==> src/rtl/mrd_tag_pool_arbiter_if.sv <==
// Bundle of request, grant, retire and status signals between the S2C channels,
// the completion router and the shared MRd tag pool arbiter.
interface mrd_tag_pool_arbiter_if #(
  parameter int NUM_CHAN  = 4,
  parameter int NUM_TAGS  = 32,
  parameter int TAG_WIDTH = 8,
  parameter int CNT_W     = $clog2(NUM_TAGS + 1)
);
  logic [NUM_CHAN-1:0]  alloc_tag_req;
  logic [NUM_CHAN-1:0]  allocated_tag_rdy;
  logic [TAG_WIDTH-1:0] allocated_tag;
  logic                 tag_free_valid;
  logic [TAG_WIDTH-1:0] tag_free_tag;
  logic                 err_clr;
  logic [CNT_W-1:0]     tags_in_use;
  logic                 pool_empty;
  logic                 err_double_free;
  logic                 err_bad_tag;

  modport master (
    output alloc_tag_req, tag_free_valid, tag_free_tag, err_clr,
    input  allocated_tag_rdy, allocated_tag, tags_in_use, pool_empty,
           err_double_free, err_bad_tag
  );

  modport slave (
    input  alloc_tag_req, tag_free_valid, tag_free_tag, err_clr,
    output allocated_tag_rdy, allocated_tag, tags_in_use, pool_empty,
           err_double_free, err_bad_tag
  );
endinterface

==> src/rtl/mrd_tag_pool_arbiter.sv <==
// Shared MRd tag allocator: round-robin grants free read tags to S2C channels and
// reclaims them on retire, so no tag is ever outstanding twice.
module mrd_tag_pool_arbiter #(
  parameter int NUM_CHAN  = 4,
  parameter int NUM_TAGS  = 32,
  parameter int TAG_WIDTH = 8,
  parameter int CNT_W     = $clog2(NUM_TAGS + 1)
) (
  input logic                   s_axi_clk,
  input logic                   s_axi_rstn,
  mrd_tag_pool_arbiter_if.slave bus
);

  localparam int PTR_W  = (NUM_CHAN > 1) ? $clog2(NUM_CHAN) : 1;
  localparam int TIDX_W = (NUM_TAGS > 1) ? $clog2(NUM_TAGS) : 1;
  localparam logic [TAG_WIDTH:0] TAG_LIMIT = (TAG_WIDTH + 1)'(NUM_TAGS);
  localparam logic [CNT_W-1:0]   CNT_FULL  = CNT_W'(NUM_TAGS);

  logic [NUM_TAGS-1:0]  in_use;
  logic [PTR_W-1:0]     rr_ptr;
  logic [NUM_CHAN-1:0]  rdy_q;
  logic [TAG_WIDTH-1:0] tag_q;
  logic [CNT_W-1:0]     count_q;
  logic                 err_df_q;
  logic                 err_bad_q;

  logic [NUM_CHAN-1:0]  eligible;
  logic [PTR_W-1:0]     cand;
  logic [PTR_W-1:0]     winner;
  logic [PTR_W-1:0]     rr_ptr_next;
  logic                 winner_found;
  logic                 grant;
  logic [TAG_WIDTH-1:0] free_tag;
  logic [NUM_TAGS-1:0]  alloc_mask;
  logic [NUM_TAGS-1:0]  free_mask;
  logic [NUM_TAGS-1:0]  in_use_next;
  logic                 free_any;
  logic                 bad_tag;
  logic                 double_free;
  logic [CNT_W-1:0]     count_next;

  // rdy_q doubles as the last-grant mask, hiding a channel's req-drop latency.
  always_comb begin
    eligible     = bus.alloc_tag_req & ~rdy_q;
    cand         = '0;
    winner       = '0;
    winner_found = 1'b0;
    for (int i = NUM_CHAN - 1; i >= 0; i--) begin
      cand = PTR_W'((int'(rr_ptr) + i) % NUM_CHAN);
      if (eligible[cand]) begin
        winner       = cand;
        winner_found = 1'b1;
      end
    end
    rr_ptr_next = PTR_W'((int'(winner) + 1) % NUM_CHAN);

    free_tag = '0;
    for (int t = NUM_TAGS - 1; t >= 0; t--) begin
      if (!in_use[TIDX_W'(t)]) free_tag = TAG_WIDTH'(t);
    end
    grant = winner_found && !(&in_use);
  end

  // Retire only clears a bit that is set, so the grant tag can never be freed in the same cycle.
  always_comb begin
    free_mask = '0;
    bad_tag   = bus.tag_free_valid && ({1'b0, bus.tag_free_tag} >= TAG_LIMIT);
    for (int t = 0; t < NUM_TAGS; t++) begin
      if (bus.tag_free_valid && (bus.tag_free_tag == TAG_WIDTH'(t)) && in_use[TIDX_W'(t)])
        free_mask[TIDX_W'(t)] = 1'b1;
    end
    free_any    = |free_mask;
    double_free = bus.tag_free_valid && !bad_tag && !free_any;

    alloc_mask = '0;
    if (grant) alloc_mask[TIDX_W'(free_tag)] = 1'b1;
    in_use_next = (in_use | alloc_mask) & ~free_mask;

    count_next = count_q;
    if (grant && !free_any)      count_next = count_q + CNT_W'(1);
    else if (!grant && free_any) count_next = count_q - CNT_W'(1);
  end

  always_ff @(posedge s_axi_clk or negedge s_axi_rstn) begin
    if (!s_axi_rstn) begin
      in_use    <= '0;
      rr_ptr    <= '0;
      rdy_q     <= '0;
      tag_q     <= '0;
      count_q   <= '0;
      err_df_q  <= 1'b0;
      err_bad_q <= 1'b0;
    end else begin
      in_use  <= in_use_next;
      count_q <= count_next;
      if (grant) begin
        rr_ptr <= rr_ptr_next;
        rdy_q  <= NUM_CHAN'(1) << winner;
        tag_q  <= free_tag;
      end else begin
        rdy_q  <= '0;
        tag_q  <= '0;
      end
      // A fresh error outranks a simultaneous clear.
      if (double_free)      err_df_q <= 1'b1;
      else if (bus.err_clr) err_df_q <= 1'b0;
      if (bad_tag)          err_bad_q <= 1'b1;
      else if (bus.err_clr) err_bad_q <= 1'b0;
    end
  end

  assign bus.allocated_tag_rdy = rdy_q;
  assign bus.allocated_tag     = tag_q;
  assign bus.tags_in_use       = count_q;
  assign bus.pool_empty        = (count_q == CNT_FULL);
  assign bus.err_double_free   = err_df_q;
  assign bus.err_bad_tag       = err_bad_q;

endmodule
==> src/flat_wrapper.sv <==
// flat-port wrapper written by rule: the top's interface ports become plain ports
module mrd_tag_pool_arbiter_flat 
#(
  parameter int NUM_CHAN  = 4,
  parameter int NUM_TAGS  = 32,
  parameter int TAG_WIDTH = 8,
  parameter int CNT_W     = $clog2(NUM_TAGS + 1)
)
  (s_axi_clk, s_axi_rstn, bus_alloc_tag_req, bus_tag_free_valid, bus_tag_free_tag, bus_err_clr, bus_allocated_tag_rdy, bus_allocated_tag, bus_tags_in_use, bus_pool_empty, bus_err_double_free, bus_err_bad_tag);
  mrd_tag_pool_arbiter_if #(.NUM_CHAN(NUM_CHAN), .NUM_TAGS(NUM_TAGS), .TAG_WIDTH(TAG_WIDTH), .CNT_W(CNT_W)) bus_i ();
  input logic s_axi_clk;
  input logic s_axi_rstn;
  input wire logic [$bits(bus_i.alloc_tag_req)-1:0] bus_alloc_tag_req;
  input wire logic [$bits(bus_i.tag_free_valid)-1:0] bus_tag_free_valid;
  input wire logic [$bits(bus_i.tag_free_tag)-1:0] bus_tag_free_tag;
  input wire logic [$bits(bus_i.err_clr)-1:0] bus_err_clr;
  output wire logic [$bits(bus_i.allocated_tag_rdy)-1:0] bus_allocated_tag_rdy;
  output wire logic [$bits(bus_i.allocated_tag)-1:0] bus_allocated_tag;
  output wire logic [$bits(bus_i.tags_in_use)-1:0] bus_tags_in_use;
  output wire logic [$bits(bus_i.pool_empty)-1:0] bus_pool_empty;
  output wire logic [$bits(bus_i.err_double_free)-1:0] bus_err_double_free;
  output wire logic [$bits(bus_i.err_bad_tag)-1:0] bus_err_bad_tag;
  assign bus_i.alloc_tag_req = bus_alloc_tag_req;
  assign bus_i.tag_free_valid = bus_tag_free_valid;
  assign bus_i.tag_free_tag = bus_tag_free_tag;
  assign bus_i.err_clr = bus_err_clr;
  assign bus_allocated_tag_rdy = bus_i.allocated_tag_rdy;
  assign bus_allocated_tag = bus_i.allocated_tag;
  assign bus_tags_in_use = bus_i.tags_in_use;
  assign bus_pool_empty = bus_i.pool_empty;
  assign bus_err_double_free = bus_i.err_double_free;
  assign bus_err_bad_tag = bus_i.err_bad_tag;
  mrd_tag_pool_arbiter #(.NUM_CHAN(NUM_CHAN), .NUM_TAGS(NUM_TAGS), .TAG_WIDTH(TAG_WIDTH), .CNT_W(CNT_W)) u_core (.s_axi_clk(s_axi_clk), .s_axi_rstn(s_axi_rstn), .bus(bus_i));
endmodule
==> config.mk <==
export PLATFORM = sky130hd
export DESIGN_NAME = mrd_tag_pool_arbiter_flat
export DESIGN_NICKNAME = d
export VERILOG_FILES = /design/src/rtl/mrd_tag_pool_arbiter_if.sv /design/src/rtl/mrd_tag_pool_arbiter.sv /design/src/flat_wrapper.sv
export SDC_FILE = /design/constraint.sdc
export NUM_CORES = 1
export LEC_CHECK = 0
export ABC_AREA = 0
export CORE_ASPECT_RATIO = 0.8
export CORE_MARGIN = 2
export CORE_UTILIZATION = 53
export DETAILED_ROUTE_END_ITERATION = 8
export HOLD_SLACK_MARGIN = 0.1
export PLACE_DENSITY = 0.8
export SYNTH_ARGS = -nofsm -noshare
export SYNTH_HDL_FRONTEND = slang
export SYNTH_SLANG_ARGS = --single-unit
==> constraint.sdc <==
create_clock -name s_axi_clk -period 3.4 [get_ports s_axi_clk]
set_clock_uncertainty 0.1 [all_clocks]
set_input_delay 0.51 -clock s_axi_clk [delete_from_list [all_inputs] [get_ports s_axi_clk]]
set_output_delay 0.51 -clock s_axi_clk [all_outputs]
set_load 0.05 [all_outputs]
== Word-level counts from Yosys, hierarchy flattened ==
Index checks and enable logic that the tools add are counted.

* Flip-flop bits (word level): 51
* Input port bits: 16
* Memories kept: 0
* Word-level logic and storage cells: 149
* Bits in writable memories: 0
* Bits in latches: 0
* Output and inout port bits: 21
* Bits in read-only memories: 0

* Order comparisons: 7
* $mul: 0
* Reductions and logical operators: 49
* Shifts and indexed selects: 1
* Multiplexer cells: 58
* Equality and inequality tests: 16
* Bitwise operators: 5
* Divide/modulo/power cells: 0
* Add/sub/neg operators: 6

{| class="wikitable"
|+ Operators with widths
! kind !! count
|-
| 5-bit two-way mux || 17
|-
| 8-bit by 4-bit equality test with 1-bit output (second input constant) || 8
|-
| 1-bit logical AND || 39
|-
| 32-bit bitwise AND || 1
|-
| 8-bit by 3-bit equality test with 1-bit output (second input constant) || 4
|-
| 32-bit two-way mux || 1
|-
| 16-bit inverter with 32-bit output || 1
|-
| 32-bit bitwise OR || 1
|-
| 32-bit AND reduction || 1
|-
| 1-bit two-way mux || 28
|-
| 8-bit by 2-bit equality test with 1-bit output (second input constant) || 2
|-
| 16-bit OR reduction || 1
|-
| 2-bit by 3-bit < comparator with 1-bit output (second input constant) || 4
|-
| 6-bit two-way mux || 2
|-
| 1-bit binary-select mux with 2-bit select || 4
|-
| 8-bit by 1-bit equality test with 1-bit output (second input constant) || 1
|-
| 8-bit by 6-bit greater-or-equal comparator with 1-bit output (second input constant) || 1
|-
| 8-bit zero test || 1
|-
| 2-bit two-way mux || 4
|-
| 6-bit by 1-bit adder with 6-bit output (second input constant) || 1
|-
| 6-bit equality test (second input constant) || 1
|-
| 5-bit by 6-bit < comparator with 1-bit output (second input constant) || 1
|-
| 2-bit nonzero test || 3
|-
| 6-bit by 1-bit subtractor with 6-bit output (second input constant) || 1
|-
| other kinds (9) || 14
|}

== Logic depth before layout (Yosys ltp) ==
Gate-level depths: netlist of the first run.

* Depth after elaboration: 23
* Gate-level depth with buffers: 14

== Least setup slack after synthesis of the first run ==
OpenSTA, ideal clock, no wires.

* Path type: input port to flip-flop
* Start: in bus_tag_free_tag[2]
* End: reg u_core.count_q[5] (netlist: u_core.bus.tags_in_use[5])
* Library setup time: 0.144 ns
* Slack: 0.327 ns
* Required time: 3.156 ns
* Cell stages on the path: 14
* Data arrival time: 2.829 ns
* Cells stage by stage: buf_6 mux2_1 a22o_1 nand2_1 nand4_1 nor2_1 ha_1 inv_1 ha_1 and2_1 a22o_1 mux2i_1 o2111ai_1 xor2_1

* Cells in the longest elaborated chain, start to end: 8
* Elaborated cells between the ends (all ways): 70
* Classes of those cells: eq/ne: 15; mux: 17; reduce/logical: 38

{| class="wikitable"
|+ RTL lines
! item !! line !! text
|-
| start, declared || flat_wrapper.sv:15 || <nowiki>input wire logic [$bits(bus_i.tag_free_tag)-1:0] bus_tag_free_tag;</nowiki>
|-
| 8-bit by 1-bit equality test with 1-bit output, or another cell as far along || mrd_tag_pool_arbiter.sv:69 || <nowiki>if (bus.tag_free_valid && (bus.tag_free_tag == TAG_WIDTH'(t)) && in_use[TIDX_W'(t)])</nowiki>
|-
| 1-bit logical AND (2 in a row) || mrd_tag_pool_arbiter.sv:69 ||
|-
| 1-bit two-way mux || mrd_tag_pool_arbiter.sv:69 ||
|-
| 16-bit OR reduction (*) || mrd_tag_pool_arbiter.sv:72 || <nowiki>free_any = |free_mask;</nowiki>
|-
| 1-bit zero test || mrd_tag_pool_arbiter.sv:80 || <nowiki>if (grant && !free_any) count_next = count_q + CNT_W'(1);</nowiki>
|-
| 1-bit logical AND || mrd_tag_pool_arbiter.sv:80 ||
|-
| 6-bit two-way mux or 2-bit nonzero test (tied branches) || -- ||
|-
| end signal, assigned || mrd_tag_pool_arbiter.sv:95 || <nowiki>count_q <= count_next;</nowiki>
|-
| end, declared || mrd_tag_pool_arbiter.sv:23 || <nowiki>logic [CNT_W-1:0] count_q;</nowiki>
|}

Every way passes the cells marked *; elsewhere a longest branch is shown, timed or not.
A chain may end at the register's enable or synchronous reset.

== Final worst setup path of the first run ==
* Start: in bus_tag_free_tag[7]
* End: reg u_core.count_q[5] (netlist: u_core.bus.tags_in_use[5])

Same word-level chain as after synthesis.

==> results of run 1 <==
## per-layer routing
layer	up-vias	routed length [µm]	track usage
met1	946	2570	0.332
li1	958	-	-
met2	92	2300	0.371
met3	10	444	0.0557
met4	0	115	0.104
met5	-	0	0
## flip-flops by register name (all words and copies together), names as in the netlist
signal and count:
u_core.bus.allocated_tag 4, u_core.bus.allocated_tag_rdy 4, u_core.bus.err_bad_tag 1, u_core.bus.err_double_free 1
u_core.bus.tags_in_use 6, u_core.in_use 16, u_core.rr_ptr 2
## final timing paths
check | end | slack [ps] | cells after the start
hold / removal | u_core.in_use[15]$_DFF_PN0_ | 300 | 1
setup reg to reg | u_core.bus.tags_in_use[5]$_DFFE_PN0P_ | 390 | 12
min in group s_axi_clk | u_core.bus.tags_in_use[5]$_DFFE_PN0P_ | 400 | 1
setup / recovery | u_core.bus.tags_in_use[5]$_DFFE_PN0P_ | 70 | 14
max in group asynchronous | u_core.in_use[11]$_DFF_PN0_ | 2280 | 2
hold reg to reg | u_core.bus.tags_in_use[5]$_DFFE_PN0P_ | 400 | 1
## cells in the mapped netlist (all sizes together), types with 5 or more instances
cell type / number
buf: 8
dfrtp: 34
inv: 19
nor2: 15
a31oi: 5
ha: 9
o21ai: 17
and2: 7
nor2b: 6
a21oi: 10
nand3: 5
nand2: 24
o31ai: 8
## cell type report
| type | instances | area, µm² |
|---|---|---|
| Multi-Input combinational cell | 172 | 1240 |
| Fill cell | 288 | 1010 |
| Sequential cell | 34 | 851 |
| Timing Repair Buffer | 60 | 542 |
| Clock buffer | 6 | 82.6 |
| Inverter | 19 | 71.3 |
| Tap cell | 55 | 68.8 |
| Clock inverter | 2 | 12.5 |
## where the power goes
| group | internal, mW | leakage (nW) | switching [mW] |
|---|---|---|---|
| Combinational | 0.548 | 0.897 | 0.846 |
| Sequential | 0.539 | 0.358 | 0.137 |
| Clock | 0.163 | 0.0472 | 0.154 |
## cell families after synthesis
group	count (synthesis)
AO/OA/AOI/OAI	66
adder cells (fa/ha/maj)	10
AND/OR/NAND/NOR	82
multiplexers	6
XOR/XNOR	4
buffers and inverters	29
other	1
flip-flops	34
## critical path: stages
cell and delay [ps]:
clkdlybuf4s50_1 450, nor4_4 440, nand3_1 180, nand2b_1 220
nor2_2 150, nor2_2 50, ha_2 190, inv_2 80
ha_1 250, and2_1 160, a22o_1 220, mux2i_1 190
o2111ai_2 150, xor2_1 160
## per-stage QoR
stage,cells,total power [mW],TNS (ps),hold WS (ps)
5_1_grt,348,2.55,-182,305
3_5_place_dp,336,2.05,-326,388
3_3_place_gp,336,2.02,-64.6,382
6_report,348,2.39,0,298
4_1_cts,344,2.38,0,298
2_1_floorplan,235,1.61,0,114
## repair_timing
item | 4_1_cts | 5_1_grt
hold buffers | 0 | 0
setup buffers | 0 | 4
setup endpoints to repair | 0 | 2
resized for setup | 0 | 10
==> results.cfg, run 1 <==
[floorplanning]
ios = 37
row_count = 20
chipHeight_um = 61.6
core_area_um2 = 3880
start_util = 0.567
die_w_um = 76.0
die_area_um2 = 4680

[worst_setup_path]
crit_path_start = bus_tag_free_tag[7]
startpoint_type = input pin
path_class = input pin to flip-flop
cp_data_required_time_ps = 3460
path_max_fanout = 6
r2r_start = u_core.in_use[2]$_DFF_PN0_
end_kind = flip-flop
arrival_ps = 3390

[logic_synthesis]
synth-seq-cells = 34
synth_top_cell_area_share = 0.387
ys_warn_count = 0
syn_avg_cell_area_um2 = 9.48
async_flop_share = 1.00
synth_compound_area_frac = 0.212
synth_top_family_by_area = simple AND/OR/NAND/NOR gates
synth_edf_count = 0
syn_inst = 232
synthMuxAreaShare = 0.0336
synth_area_leaders = dfrtp_1 (39%), ha_1 (5.1%), nand2_1 (3.8%), o21ai_0 (2.7%), inv_1 (2.7%)
synth_xor_area_frac = 0.0159
synthAdderAreaFrac = 0.0603
synth_top_flop_cell = dfrtp_1
yosysSeqAreaShare = 0.387
synth_area_um2 = 2200
ys_types = 63
synth_top_area_cell = dfrtp_1
synth-simple-area-share = 0.228

[clock_network]
clkTransAtPathRegs_ps = 70
h-tree-depth = 2
clockBufferDepth = 2
cts_tree = built
cts-buffers-inserted = 5
clkLatencyLatePin_ps = 280
clock_sink_count = 34
root_buffer = clkbuf_8

[sta]
fmax_ghz = 0.300
worst_pin_slew_ps = 562
drv_slew = 0
layout_setup_ws_ps = 70.2
fin_crit_sh = 0.979
fin_crit_ps = 3330
setup_viol = 0
hold_viol_final = 0
slew_headroom = 0.623

[placed_design]
placed_area_um2 = 2720
port-buffer-count = 32
hpwl_mm = 4.02
gp_congestion = 0.922
pre_cts_ws_ps = -203

[routing]
wirelength_mm = 5.43
drt_iter0_markers = 156
first_pass_iters = 4
drc = 0
avgViaCountPerCell = 5.76
post_drt_wl_per_cell_um = 15.6
route.vias.total = 2006
ant_nets = 0

[global_routing]
grt_usage = 0.240
grt_max_degree = 33
grt_pass1_vias = 1841
grt_first_pass_wirelength_mm = 8.71
overflow = 0
antenna_found_initial = 0

[layout]
layout_commonest_cell = dfrtp_1
fin_util = 0.739
layout_common_cells = dfrtp_1 (34), clkdlybuf4s50_1 (29), buf_4 (27)
antennaDiodeCount = 0
fin_nets = 318
syn_to_final_growth_pct = 30.3
fin_area_um2 = 2870
drive_above_1_share = 0.208

[pwr]
p_leak_nw = 1.30
max-vdd-ir-drop_mv = 0.497
power.density_nw_per_um2 = 833

[run]
drv_cap = 0

[hold_path]
hp-class = input pin to asynchronous set/reset pin

[status]
status = completed
No activity file was read; power rests on OpenSTA's default activity.
==> run 2: changes to the inputs <==
--- a/config.mk
+++ b/config.mk
@@ -5,13 +5,14 @@
 export SDC_FILE = /design/constraint.sdc
 export NUM_CORES = 1
 export LEC_CHECK = 0
-export ABC_AREA = 0
+export ABC_AREA = 1
+export CAP_MARGIN = 10
 export CORE_ASPECT_RATIO = 0.8
 export CORE_MARGIN = 2
-export CORE_UTILIZATION = 53
+export CORE_UTILIZATION = 54
 export DETAILED_ROUTE_END_ITERATION = 8
 export HOLD_SLACK_MARGIN = 0.1
-export PLACE_DENSITY = 0.8
+export PLACE_DENSITY = 0.81
 export SYNTH_ARGS = -nofsm -noshare
 export SYNTH_HDL_FRONTEND = slang
 export SYNTH_SLANG_ARGS = --single-unit
==> results.cfg, run 2 <==
[status]
status = completed

[clock_network]
cts_tree = built
clock_sink_count = 34
cts-buffers-inserted = 5
clkLatencyLatePin_ps = 290
h-tree-depth = 2
ctsHoldBuffers = 0
clkTransAtPathRegs_ps = 70
clockBufferDepth = 2
root_buffer = clkbuf_8

[routing]
drc = 0
route.vias.total = 2278
first_pass_iters = 4
wirelength_mm = 6.00
ant_nets = 0
avgViaCountPerCell = 5.19
drt_iter0_markers = 200
post_drt_wl_per_cell_um = 13.7

[worst_setup_path]
path_max_fanout = 3
cp_data_required_time_ps = 3460
crit_path_start = bus_alloc_tag_req[3]
reg2reg_slack_ps = 460
r2r_start = u_core.rr_ptr[0]$_DFFE_PN0P_
r2r_end = u_core.bus.tags_in_use[5]$_DFFE_PN0P_
arrival_ps = 3140
rr_worst_depth = 20
end_kind = flip-flop
crit_end = u_core.bus.tags_in_use[5]$_DFFE_PN0P_
path_class = input pin to flip-flop
startpoint_type = input pin

[placed_design]
gp_congestion = 0.900
port-buffer-count = 32
pre_cts_ws_ps = -495
hpwl_mm = 4.11

[run]
drv_cap = 0

[logic_synthesis]
synth_common_cells = nand2_1 (68), inv_1 (63), dfrtp_1 (34)
ys_warn_count = 0
synth_top_cell_area_share = 0.374
synth_top_area_cell = dfrtp_1
yosysSeqAreaShare = 0.374
synth-seq-cells = 34
syn_inst = 312
synth_area_um2 = 2270
synth_area_leaders = dfrtp_1 (37%), nand2_1 (11%), inv_1 (10%), nand3_1 (5.9%), ha_1 (5.0%)
ys_types = 36
syn_avg_cell_area_um2 = 7.29
synth_top_flop_cell = dfrtp_1
yosysMostFrequentCell = nand2_1
synth_edf_count = 0
async_flop_share = 1.00

[layout]
antennaDiodeCount = 0
fin_nets = 407
drive_above_1_share = 0.230
syn_to_final_growth_pct = 38.8
largest-register = u_core.in_use
layout_commonest_cell = nand2_1
fin_util = 0.766
layout_common_cells = nand2_1 (64), inv_1 (57), dfrtp_1 (34)
largest_reg_flops = 16

[sta]
drv_slew = 0
fin_crit_ps = 3080
fmax_ghz = 0.325
setup_viol = 0
rsz0062_at_grt = no
slew_headroom = 0.664
worst_pin_slew_ps = 503
layout_setup_ws_ps = 318
fin_crit_sh = 0.906
setup_tns_ps = 0
hold_viol_final = 0

[global_routing]
grt_first_pass_wirelength_mm = 9.15
grt_pass1_vias = 1989
antenna_found_initial = 0
overflow = 0
grt_max_degree = 35
grt_usage = 0.254

[hold_path]
hp-class = flip-flop to flip-flop

[floorplanning]
row_count = 21
start_util = 0.551
ios = 37
die_area_um2 = 4750
core_area_um2 = 4130
chipHeight_um = 62.1
die_w_um = 76.6
-- run 2: cell types whose count changed in the layout (fill, tap and decap cells not counted), moves of 6 or more --
cell | previous run | this run
clkdlybuf4s50_1 | 29 | 23
nor2_1 | 13 | 24
nand3_1 | 5 | 21
inv_1 | 15 | 57
buf_4 | 27 | 33
nand3_2 | 0 | 7
and2_1 | 7 | 0
dlymetal6s2s_1 | 3 | 9
nand2_1 | 22 | 64
a21oi_1 | 10 | 4
-- run 2: worst min path at each step --
stage,start,end,slack (ps),cells past startpoint
2_1_floorplan,s_axi_rstn,u_core.bus.allocated_tag[0]$_DFF_PN0_,110,0
3_3_place_gp,u_core.bus.err_double_free$_DFFE_PN0P_,u_core.bus.err_double_free$_DFFE_PN0P_,380,2
3_5_place_dp,u_core.bus.err_double_free$_DFFE_PN0P_,u_core.bus.err_double_free$_DFFE_PN0P_,370,2
4_1_cts,u_core.bus.err_double_free$_DFFE_PN0P_,u_core.bus.err_double_free$_DFFE_PN0P_,410,2
5_1_grt,u_core.bus.err_bad_tag$_DFFE_PN0P_,u_core.bus.err_bad_tag$_DFFE_PN0P_,420,2
6_report,u_core.bus.err_double_free$_DFFE_PN0P_,u_core.bus.err_double_free$_DFFE_PN0P_,400,2
-- run 2: worst max-delay path: stages --
cell and delay (ps):
clkdlybuf4s50_1 400, nand2_1 100, inv_1 50, o21ai_1 180
inv_1 90, nor2_2 140, nand4_4 110, ha_2 220
inv_2 90, ha_4 210, nand2_2 60, nand2_2 60
a31oi_4 180, nor2_2 70, nor2_1 100, nor2_1 50
nor2_1 110, nand2_1 80, nand2_1 80, nor2_2 50
xor2_1 170
-- run 2: layout make-up --
type / instances / area [µm²]
Sequential cell: 34 / 851
Fill cell: 291 / 967
Multi-Input combinational cell: 210 / 1300
Tap cell: 57 / 71.3
Clock inverter: 2 / 12.5
Clock buffer: 6 / 82.6
Timing Repair Buffer: 65 / 591
Inverter: 65 / 246
-- run 2: per-layer routing --
metal / part of all wire / track usage
met1: 0.44 / 0.323
met3: 0.079 / 0.0795
met4: 0.023 / 0.119
met5: 0 / 0
met2: 0.46 / 0.408
-- run 2: logic make-up (layout without fill, tap and decap cells) --
logic type                 after synthesis  in the layout  share of synthesized area
adders and majority gates               10             10                     0.0583
other                                    1              4                    0.00165
and+or+nand+nor                        154            154                      0.309
buffers and inverters                   71            138                      0.129
AOI/OAI and AO/OA                       39             39                      0.117
DFF                                     34             34                      0.374
xor gates and xnor gates                 3              3                     0.0116
-- run 2: metrics by stage --
step | hold slack [ps] | std cells | cell area [µm²]
floorplan | 114 | 315 | 2290
global placement | 384 | 424 | 2830
detailed placement | 374 | 424 | 2830
CTS | 407 | 434 | 2980
global route | 420 | 439 | 3160
finish | 401 | 439 | 3160
-- run 2: timing repair --
action,CTS,global route
setup endpoints to repair,2,2
buffers inserted,2,6
cloned,0,0
resized for setup,9,39
pin swaps,8,18
Power of run 2 is left out: the tool's default activity adds up to more than one toggle a clock period on the data nets, which glitch-free logic cannot reach.
==> run 3: changes to the inputs <==
--- a/config.mk
+++ b/config.mk
@@ -10,9 +10,11 @@
 export CORE_ASPECT_RATIO = 0.8
 export CORE_MARGIN = 2
 export CORE_UTILIZATION = 54
+export CTS_CLUSTER_DIAMETER = 40
 export DETAILED_ROUTE_END_ITERATION = 8
 export HOLD_SLACK_MARGIN = 0.1
 export PLACE_DENSITY = 0.81
+export SLEW_MARGIN = 20
 export SYNTH_ARGS = -nofsm -noshare
 export SYNTH_HDL_FRONTEND = slang
 export SYNTH_SLANG_ARGS = --single-unit
==> results of run 3 <==
The final DEF is identical to that of run 2; final timing and power are the same.
Power of run 3 is left out for the same reason.
